[src/rtl/pram_loader_defs.sv]
// Shared definitions for the program-RAM image loader: FSM encoding, error causes
// and image-size limits.
package pram_loader_defs;

   typedef enum logic [2:0] {
      S_IDLE   = 3'd0,
      S_LEN_HI = 3'd1,
      S_LEN_LO = 3'd2,
      S_DAT_HI = 3'd3,
      S_DAT_LO = 3'd4,
      S_CHK    = 3'd5,
      S_DONE   = 3'd6,
      S_ERR    = 3'd7
   } state_t;

   typedef enum logic [1:0] {
      ERR_NONE = 2'd0,
      ERR_LEN  = 2'd1,
      ERR_CHK  = 2'd2,
      ERR_OVR  = 2'd3
   } err_code_t;

   localparam int unsigned DEFAULT_ADR_WL = 12;
   localparam int unsigned MAX_WORDS      = 2 ** DEFAULT_ADR_WL;

   function automatic int unsigned max_words(input int unsigned adr_wl);
      return 32'd1 << adr_wl;
   endfunction

endpackage

[src/rtl/pram_loader_asm.sv]
// Byte-to-word assembler: holds the high byte, accumulates the data checksum and
// emits the registered one-cycle write ack together with the assembled word.
module pram_loader_asm #(
   parameter int data_wl = 16
) (
   input  logic               clk,
   input  logic               a_reset,
   input  logic               chk_clr,
   input  logic               hi_we,
   input  logic               lo_we,
   input  logic [7:0]         rx_data_in,
   output logic [data_wl-1:0] data_out,
   output logic               init_ack_out,
   output logic [7:0]         checksum
);

   logic [7:0]         hi_q;
   logic [7:0]         chk_q;
   logic [data_wl-1:0] data_q;
   logic               ack_q;

   always_ff @(posedge clk or posedge a_reset) begin
      if (a_reset) begin
         hi_q   <= '0;
         chk_q  <= '0;
         data_q <= '0;
         ack_q  <= 1'b0;
      end else begin
         ack_q <= lo_we;
         if (chk_clr)
            chk_q <= '0;
         else if (hi_we || lo_we)
            chk_q <= chk_q ^ rx_data_in;
         if (hi_we)
            hi_q <= rx_data_in;
         if (lo_we)
            data_q <= data_wl'({hi_q, rx_data_in});
      end
   end

   assign data_out     = data_q;
   assign init_ack_out = ack_q;
   assign checksum     = chk_q;

endmodule

[src/rtl/pram_loader.sv]
// Framed program-image loader: parses LEN_HI LEN_LO {HI LO}*N CHK from the byte
// link, drives the pram_adr_cnt init interface and reports done / error.
//
// state  | meaning
// IDLE   | waiting for start_load_in
// LEN_HI | waiting for word-count high byte
// LEN_LO | waiting for word-count low byte, range check
// DAT_HI | waiting for data word high byte
// DAT_LO | waiting for data word low byte, word written next cycle
// CHK    | waiting for checksum byte
// DONE   | one-cycle completion pulse
// ERR    | one-cycle error exit, err_out stays set
module pram_loader
   import pram_loader_defs::*;
#(
   parameter int data_wl = 16,
   parameter int adr_wl  = 12
) (
   input  logic               clk,
   input  logic               a_reset,
   input  logic               start_load_in,
   input  logic [7:0]         rx_data_in,
   input  logic               rx_valid_in,
   input  logic               ovr_in,
   output logic               init_mode_out,
   output logic               init_ack_out,
   output logic [data_wl-1:0] data_out,
   output logic               busy_out,
   output logic               done_out,
   output logic               err_out,
   output logic [1:0]         err_code_out
);

   localparam int          CNT_W = adr_wl + 1;
   localparam logic [16:0] MAX_N = 17'(max_words(adr_wl));

   state_t          state, state_n;
   err_code_t       err_cause, code_q;
   logic            err_q;
   logic [7:0]      len_hi_q;
   logic [CNT_W-1:0] cnt_q;
   logic [15:0]     len_n;
   logic [7:0]      checksum;
   logic            load_active, ovr_hit;
   logic            hi_we, lo_we, chk_clr;

   assign len_n       = {len_hi_q, rx_data_in};
   assign load_active = (state == S_LEN_HI) || (state == S_LEN_LO) || (state == S_DAT_HI) ||
                        (state == S_DAT_LO) || (state == S_CHK);
   assign ovr_hit     = ovr_in && load_active;

   always_ff @(posedge clk or posedge a_reset) begin
      if (a_reset)
         state <= S_IDLE;
      else
         state <= state_n;
   end

   always_comb begin
      state_n   = state;
      err_cause = ERR_NONE;
      case (state)
         S_IDLE:   if (start_load_in) state_n = S_LEN_HI;
         S_LEN_HI: if (rx_valid_in) state_n = S_LEN_LO;
         S_LEN_LO: begin
            if (rx_valid_in) begin
               if ({1'b0, len_n} > MAX_N) begin
                  state_n   = S_ERR;
                  err_cause = ERR_LEN;
               end else if (len_n == 16'd0) begin
                  state_n = S_CHK;
               end else begin
                  state_n = S_DAT_HI;
               end
            end
         end
         S_DAT_HI: if (rx_valid_in) state_n = S_DAT_LO;
         S_DAT_LO: begin
            if (rx_valid_in)
               state_n = (cnt_q == CNT_W'(1)) ? S_CHK : S_DAT_HI;
         end
         S_CHK: begin
            if (rx_valid_in) begin
               if (rx_data_in == checksum) begin
                  state_n = S_DONE;
               end else begin
                  state_n   = S_ERR;
                  err_cause = ERR_CHK;
               end
            end
         end
         S_DONE:   state_n = S_IDLE;
         S_ERR:    state_n = S_IDLE;
         default:  state_n = S_IDLE;
      endcase
      // Overflow from the address counter pre-empts whatever byte arrived this cycle.
      if (ovr_hit) begin
         state_n   = S_ERR;
         err_cause = ERR_OVR;
      end
   end

   always_comb begin
      init_mode_out = load_active;
      busy_out      = load_active;
      done_out      = (state == S_DONE);
      chk_clr       = (state == S_IDLE) && start_load_in;
      hi_we         = (state == S_DAT_HI) && rx_valid_in && !ovr_hit;
      lo_we         = (state == S_DAT_LO) && rx_valid_in && !ovr_hit;
   end

   always_ff @(posedge clk or posedge a_reset) begin
      if (a_reset) begin
         len_hi_q <= '0;
         cnt_q    <= '0;
         err_q    <= 1'b0;
         code_q   <= ERR_NONE;
      end else begin
         if ((state == S_LEN_HI) && rx_valid_in && !ovr_hit)
            len_hi_q <= rx_data_in;
         if ((state == S_LEN_LO) && rx_valid_in && !ovr_hit)
            cnt_q <= len_n[CNT_W-1:0];
         else if (lo_we)
            cnt_q <= cnt_q - CNT_W'(1);
         if (chk_clr) begin
            err_q  <= 1'b0;
            code_q <= ERR_NONE;
         end else if ((state_n == S_ERR) && (state != S_ERR)) begin
            err_q  <= 1'b1;
            code_q <= err_cause;
         end
      end
   end

   assign err_out      = err_q;
   assign err_code_out = code_q;

   pram_loader_asm #(.data_wl(data_wl)) u_asm (
      .clk          (clk),
      .a_reset      (a_reset),
      .chk_clr      (chk_clr),
      .hi_we        (hi_we),
      .lo_we        (lo_we),
      .rx_data_in   (rx_data_in),
      .data_out     (data_out),
      .init_ack_out (init_ack_out),
      .checksum     (checksum)
   );

endmodule

[config.mk]
export PLATFORM = sky130hd
export DESIGN_NAME = pram_loader
export DESIGN_NICKNAME = d
export VERILOG_FILES = /design/src/rtl/pram_loader_defs.sv /design/src/rtl/pram_loader_asm.sv /design/src/rtl/pram_loader.sv
export SDC_FILE = /design/constraint.sdc
export NUM_CORES = 1
export LEC_CHECK = 0
export ABC_CLOCK_PERIOD_IN_PS = 5150
export BUFFER_PORTS_ARGS = -buffer_cell sky130_fd_sc_hd__buf_4
export CAP_MARGIN = 10
export CORE_ASPECT_RATIO = 0.9
export CORE_MARGIN = 2
export CORE_UTILIZATION = 50
export DETAILED_ROUTE_END_ITERATION = 16
export PLACE_DENSITY_LB_ADDON = 0.25
export SKIP_CTS_REPAIR_TIMING = 1
export SYNTH_ARGS = -nofsm -noshare
export SYNTH_HDL_FRONTEND = slang
export SYNTH_SLANG_ARGS = --single-unit
[constraint.sdc]
create_clock -name clk -period 5.15 [get_ports clk]
set_input_delay 0.515 -clock clk [delete_from_list [all_inputs] [get_ports clk]]
set_output_delay 0.515 -clock clk [all_outputs]
set_load 0.01 [all_outputs]
## Yosys cells after proc, flatten, opt, wreduce, memory -nomap -nowiden

Index checks and enable logic that the tools add are counted.

| word-level totals | value |
|---|---|
| flip-flop bits (word level) | 60 |
| memories kept | 0 |
| output and inout bits | 23 |
| ROM bits | 0 |
| logic and storage cells | 72 |
| memory bits (writable) | 0 |
| bits in latches | 0 |
| input port bits | 13 |

| cells by class | value |
|---|---|
| add/subtract/negate cells | 1 |
| reductions and logical operators | 23 |
| div/mod/pow operators | 0 |
| magnitude comparators | 1 |
| muxes and demuxes | 26 |
| eq/ne operators | 11 |
| bitwise operators | 1 |
| multipliers | 0 |
| shift operators | 0 |

Operator list:

| cell | number |
|---|---|
| $mux W3 | 10 |
| $mux W13 | 2 |
| $pmux W3 S7 | 1 |
| $gt A16 B13 Y1 const B | 1 |
| $logic_not A16 Y1 | 1 |
| $mux W8 | 2 |
| $eq A3 B3 Y1 const B | 5 |
| $eq A13 B1 Y1 const B | 1 |
| $sub A13 B1 Y13 const B | 1 |
| $logic_and A1 B1 Y1 | 11 |
| $mux W2 | 5 |
| $eq A8 B8 Y1 | 1 |
| $xor A8 B8 Y8 | 1 |
| $eq A3 B2 Y1 const B | 2 |
| $reduce_bool A2 Y1 | 3 |
| $logic_or A1 B1 Y1 | 5 |
| $mux W1 | 5 |
| $pmux W2 S2 | 1 |
| $eq A3 B1 Y1 const B | 1 |
| $logic_not A3 Y1 | 1 |
| $ne A3 B3 Y1 const B | 1 |
| $reduce_or A2 Y1 | 1 |
| $logic_not A1 Y1 | 1 |

## Longest topological paths before layout

| depth | value |
|---|---|
| depth in word-level cells | 11 |
| mapped depth | 7 |
| mapped depth without buffers | 7 |

## By module

Synthesis repeated with hierarchy kept, for this count alone.

| unflattened totals | value |
|---|---|
| cell total of the unflattened synthesis | 278 |
| area, all modules | 3,060.4 um^2 |

By module, submodules not included:

| module | cells an instance | times used | area an instance (um^2) | seq. area each (um^2) |
|---|---|---|---|---|
| pram_loader | 184 | 1 | 1,706.6 | 675.6 |
| pram_loader_asm | 94 | 1 | 1,353.8 | 825.8 |

## Worst setup path after synthesis

Ideal clock, no wire load.

| timing | value |
|---|---|
| path type | input to register |
| from | input rx_data_in[3] |
| to | register err_q, in the netlist err_out |
| stages on the path | 5 |
| setup slack | 3,072 ps |
| path buffers | 0 |
| setup time | 121 ps |
| required time | 5,029 ps |
| data arrival time | 1,957 ps |
| cell sequence | or4_1 or3_1 o41ai_2 nand2_2 a22o_1 |

| between the ends | value |
|---|---|
| word-level cells in the longest chain between the ends | 9 |
| elaborated cells between the ends (all ways) | 13 |
| those cells by class | order compare (1); eq/ne (2); mux (7); reduce/logical (3) |

Ends and longest elaborated chain:

| item | RTL line | RTL |
|---|---|---|
| start, declared | pram_loader.sv:22 | `input logic [7:0] rx_data_in,` |
| parallel branches: the longest is 2 deep, another holds $gt A16 B13 Y1 | n/a |  |
| $mux W3 * | pram_loader.sv:67 | `if ({1'b0, len_n} > MAX_N) begin` |
| $mux W3 * | pram_loader.sv:66 | `if (rx_valid_in) begin` |
| $pmux W3 S7 * | pram_loader.sv:62 | `case (state)` |
| $mux W3 * | pram_loader.sv:97 | `if (ovr_hit) begin` |
| net state_n[1] | pram_loader.sv:37 | `state_t state, state_n;` |
| $eq A3 B3 Y1 * | pram_loader.sv:128 | `end else if ((state_n == S_ERR) && (state != S_ERR)) begin` |
| $logic_and A1 B1 Y1 * | pram_loader.sv:128 |  |
| $reduce_bool A2 Y1 (no line) * | n/a |  |
| end signal, assigned | pram_loader.sv:116 | `err_q <= 1'b0;` |
| end signal, assigned | pram_loader.sv:126 | `err_q <= 1'b0;` |
| end signal, assigned | pram_loader.sv:129 | `err_q <= 1'b1;` |
| end, declared | pram_loader.sv:39 | `logic err_q;` |

Mark *: on every way through the listed nets, which the timed path passes.
A chain may end at the register's enable or synchronous reset.

## Worst setup path in the final report

| timing | value |
|---|---|
| from | register state[2] |
| to | register cnt_q[5] |

| between the ends | value |
|---|---|
| word-level cells in the longest chain between the ends | 9 |
| elaborated cells between the ends (all ways) | 17 |
| those cells by class | eq/ne (5); mux (1); reduce/logical (11) |

Ends and longest elaborated chain:

| item | RTL line | RTL |
|---|---|---|
| start, declared | pram_loader.sv:37 |  |
| start signal, assigned | pram_loader.sv:56 | `state <= state_n;` |
| $eq A3 B1 Y1 or $eq A3 B2 Y1 (tied branches) | pram_loader.sv:48, pram_loader.sv:121 |  |
| $logic_or A1 B1 Y1 (3 in series) | pram_loader.sv:48 | `assign load_active = (state == S_LEN_HI) \|\| (state == S_LEN_LO) \|\| (state == S_DAT_HI) \|\|` |
| $logic_or A1 B1 Y1 | pram_loader.sv:49 | `(state == S_DAT_LO) \|\| (state == S_CHK);` |
| $logic_and A1 B1 Y1 | pram_loader.sv:50 | `assign ovr_hit = ovr_in && load_active;` |
| $logic_not A1 Y1 | pram_loader.sv:109, pram_loader.sv:121 |  |
| $logic_and A1 B1 Y1 (on tied branches) | pram_loader.sv:121, pram_loader.sv:109 |  |
| $mux W13 or $reduce_bool A2 Y1 (tied branches) | n/a |  |
| end signal, assigned | pram_loader.sv:122 | `cnt_q <= len_n[CNT_W-1:0];` |
| end signal, assigned | pram_loader.sv:124 | `cnt_q <= cnt_q - CNT_W'(1);` |
| end, declared | pram_loader.sv:41 | `logic [CNT_W-1:0] cnt_q;` |

Parallel ways exist; a longest one is shown, timed or not.

==> metrics.md <==
| Metric | Value |
|---|---|
| Outcome | `finished, final reports clean` |
| Synth Cell Area | `0.00296 mm^2` |
| Max FO, Critical Path | `21` |
| Worst EP required | `5.42 ns` |
| Setup-failing EPs final | `0` |
| Worst Clk Skew | `0.00538 ns` |
| Vias in the first global route | `2,268` |
| Net Sw Power | `0.717 mW` |
| Layout area overhead | `16.9%` |
| Share of power burned in registers | `43.5%` |
| Final Power | `2.00 mW` |
| Post-route insts no fill | `414` |
| DIE HEIGHT | `77.0 um` |
| Switching Share | `35.8%` |
| Clock sinks | `60` |
| I/O pin total | `36` |
| Hold Violations, Final | `0` |
| Total GRT Usage | `22.1%` |
| Setup crit end | `cnt_q[5]` |
| Power Internal | `1.28 mW` |
| Max-slew violations | `0` |
| Drt drc | `0` |
| Site Rows | `26` |
| Leakage dissipation | `1.61 nW` |
| Share of cells above drive strength 1 | `21.5%` |
| Max VDD drop | `0.000396 V` |
| Starting Density | `52.0%` |
| Cells after synthesis | `307` |
| Logic pwr share | `33.7%` |
| CP Capture Type | `flop` |
| Layout Nets | `354` |
| Clk Latency, worst-skew pair | `0.34 ns` |
| DR pass1 iterations | `4` |
| Port bufs | `35` |
| Leading cell type in the layout, fill and taps excluded | `nand2_1` |
| Critical path launch point type | `flop` |
| #FFs+latches synth | `60` |
| Gpl congestion | `0.811` |
| Fmax | `406 MHz` |
| CP arrival | `2.74 ns` |
| Htree depth | `3` |
| Placed cell count | `398` |
| Commonest cells after routing, fill and taps aside | `nand2_1 (76), dfrtp_1 (60), buf_4 (37), xor2_1 (21), nor2_1 (18)` |
| Slew headroom | `50.0%` |
| Synth Warn # | `0` |
| Async SR Flop Fraction | `100%` |
| Die X | `85.1 um` |
| Antenna violations before repair | `0` |
| Post-DP HPWL | `4450 um` |
| Total number of vias | `2,289` |
| Grt total ovfl | `0` |
| CTS tree | `done` |
| Cell chosen for the clock root | `clkbuf_8` |
| Layout Utilization | `60.9%` |
| Worst-margin pin slew | `0.749 ns` |
| Post-place setup slack | `2.69 ns` |
| CTS max path bufs | `2` |
| Crit Path Category | `flop to flop` |
| RSZ-0062 raised after global routing | `false` |
| EDFF count, synth | `0` |
| Die area | `0.00656 mm^2` |
| Seq/Total Area, Yosys | `50.7%` |
| Post-Route Setup TNS | `0 ns` |
| Setup slack after layout | `2.69 ns` |
| Hold/Removal Path Class | `input port to asynchronous set/reset pin` |
| ANT nets after route | `0` |
| Number of library cell types mapped by synthesis | `50` |
| Vias per cell | `5.53` |
| Top FF cell, synth | `dfrtp_1` |
| Global-route wire length before repair | `11,200 um` |
| Hold slack final | `0.390 ns` |
| DR iter-0 viols | `229` |
| Largest net degree at the start of global routing | `61` |
| Core Region | `0.00569 mm^2` |
| PwrDens | `578 mW/mm^2` |
| Max cap viols | `0` |
| Syn avg cell area | `9.65 um^2` |
| R2R depth | `7` |
| Syn Nets | `322` |
| Ant diodes | `0` |
| Area after DPL | `0.00325 mm^2` |
| Setup crit start | `state[2]` |
| Final wirelength | `6530 um` |
| Finished Cell Area | `0.00346 mm^2` |
| Drt wl/cell | `15.8 um` |
| Fin crit period | `2.46 ns` |
| Clock-pin transition on the worst setup and hold timing paths | `0.07 ns` |
| R2R Setup Slk | `2.69 ns` |
| Launch point of the worst reg-to-reg path | `state[2]` |
| Final Cycle Share | `47.8%` |
| Clock power share | `22.9%` |
| Critical R2R Capture | `cnt_q[5]` |
| Num CTS Buffers | `9` |
-- flip-flops by register name, summed over array words and instances, names as in the netlist, 2 cells and up --
register and count:
err_code_out 2, u_asm.data_out 16, cnt_q 13, u_asm.checksum 8, len_hi_q 8, state 3, u_asm.hi_q 8
-- worst max-delay path, cell delays in order (launching register included) --
cell and delay, ns:
dfrtp_1 0.57, and4bb_2 0.36, nand2_1 0.07, buf_4 0.24, clkinv_1 0.49, nor2_1 0.43
o21ai_0 0.15, nand2_1 0.07
-- worst min-delay path by stage --
| stage | slack (ns) | cells after the start | endpoint |
|---|---|---|---|
| after floorplan | 0.43 | 2 | u_asm.data_out[10] |
| after CTS | 0.42 | 3 | u_asm.data_out[1] |
| after global routing | 0.46 | 3 | u_asm.data_out[11] |
| after detailed placement | 0.46 | 2 | u_asm.data_out[14] |
| final | 0.39 | 3 | u_asm.data_out[11] |
| after global placement | 0.45 | 2 | u_asm.data_out[13] |
-- power groups by stage --
stage | registers (mW) | clock network [mW] | logic (mW)
5_1_grt | 0.904 | 0.487 | 0.763
4_1_cts | 0.866 | 0.465 | 0.677
2_1_floorplan | 0.824 | 0 | 0.497
6_report | 0.870 | 0.457 | 0.674
3_5_place_dp | 0.871 | 0 | 0.674
3_3_place_gp | 0.870 | 0 | 0.657
-- cell usage after synthesis (4+ instances only) --
master	number	area, um^2
a21oi_1	6	30.0
xor2_1	21	184
nor4_1	5	31.3
dfrtp_1	60	1500
mux2_2	16	180
nor2_1	18	67.6
o21ai_0	10	50.1
inv_1	9	33.8
nor2b_1	4	25.0
a22oi_1	4	30.0
nand2_1	76	285
clkbuf_1	11	41.3
nand3_1	5	25.0
nor3_1	8	40.0
-- per-layer routing --
layer	GRT usage (%)	share of wire, %	routed length (um)
met1	33.0	49	3230
met2	31.8	45	2920
met3	6.78	5.3	343
met4	5.08	0.52	34
met5	0	0	0
-- logic make-up (layout without fill, tap and decap cells) --
| logic type | after synthesis | in the layout | share of synthesized area (%) |
|---|---|---|---|
| simple gates | 135 | 135 | 20.9 |
| flops | 60 | 60 | 50.7 |
| compound gates | 47 | 47 | 11.4 |
| buf+inv | 26 | 63 | 3.97 |
| xor+xnor | 21 | 21 | 6.21 |
| mux | 16 | 16 | 6.08 |
| fa+ha+maj | 2 | 2 | 0.844 |
-- layout make-up --
type | instances | area, um^2
clock buffer | 10 | 128
clock inverter | 6 | 88.8
fill | 478 | 2230
inverter | 10 | 37.5
multi-input combinational | 221 | 1340
sequential | 60 | 1500
tap | 70 | 87.6
timing repair buffer | 37 | 278
(Power assumes the default switching activity.)
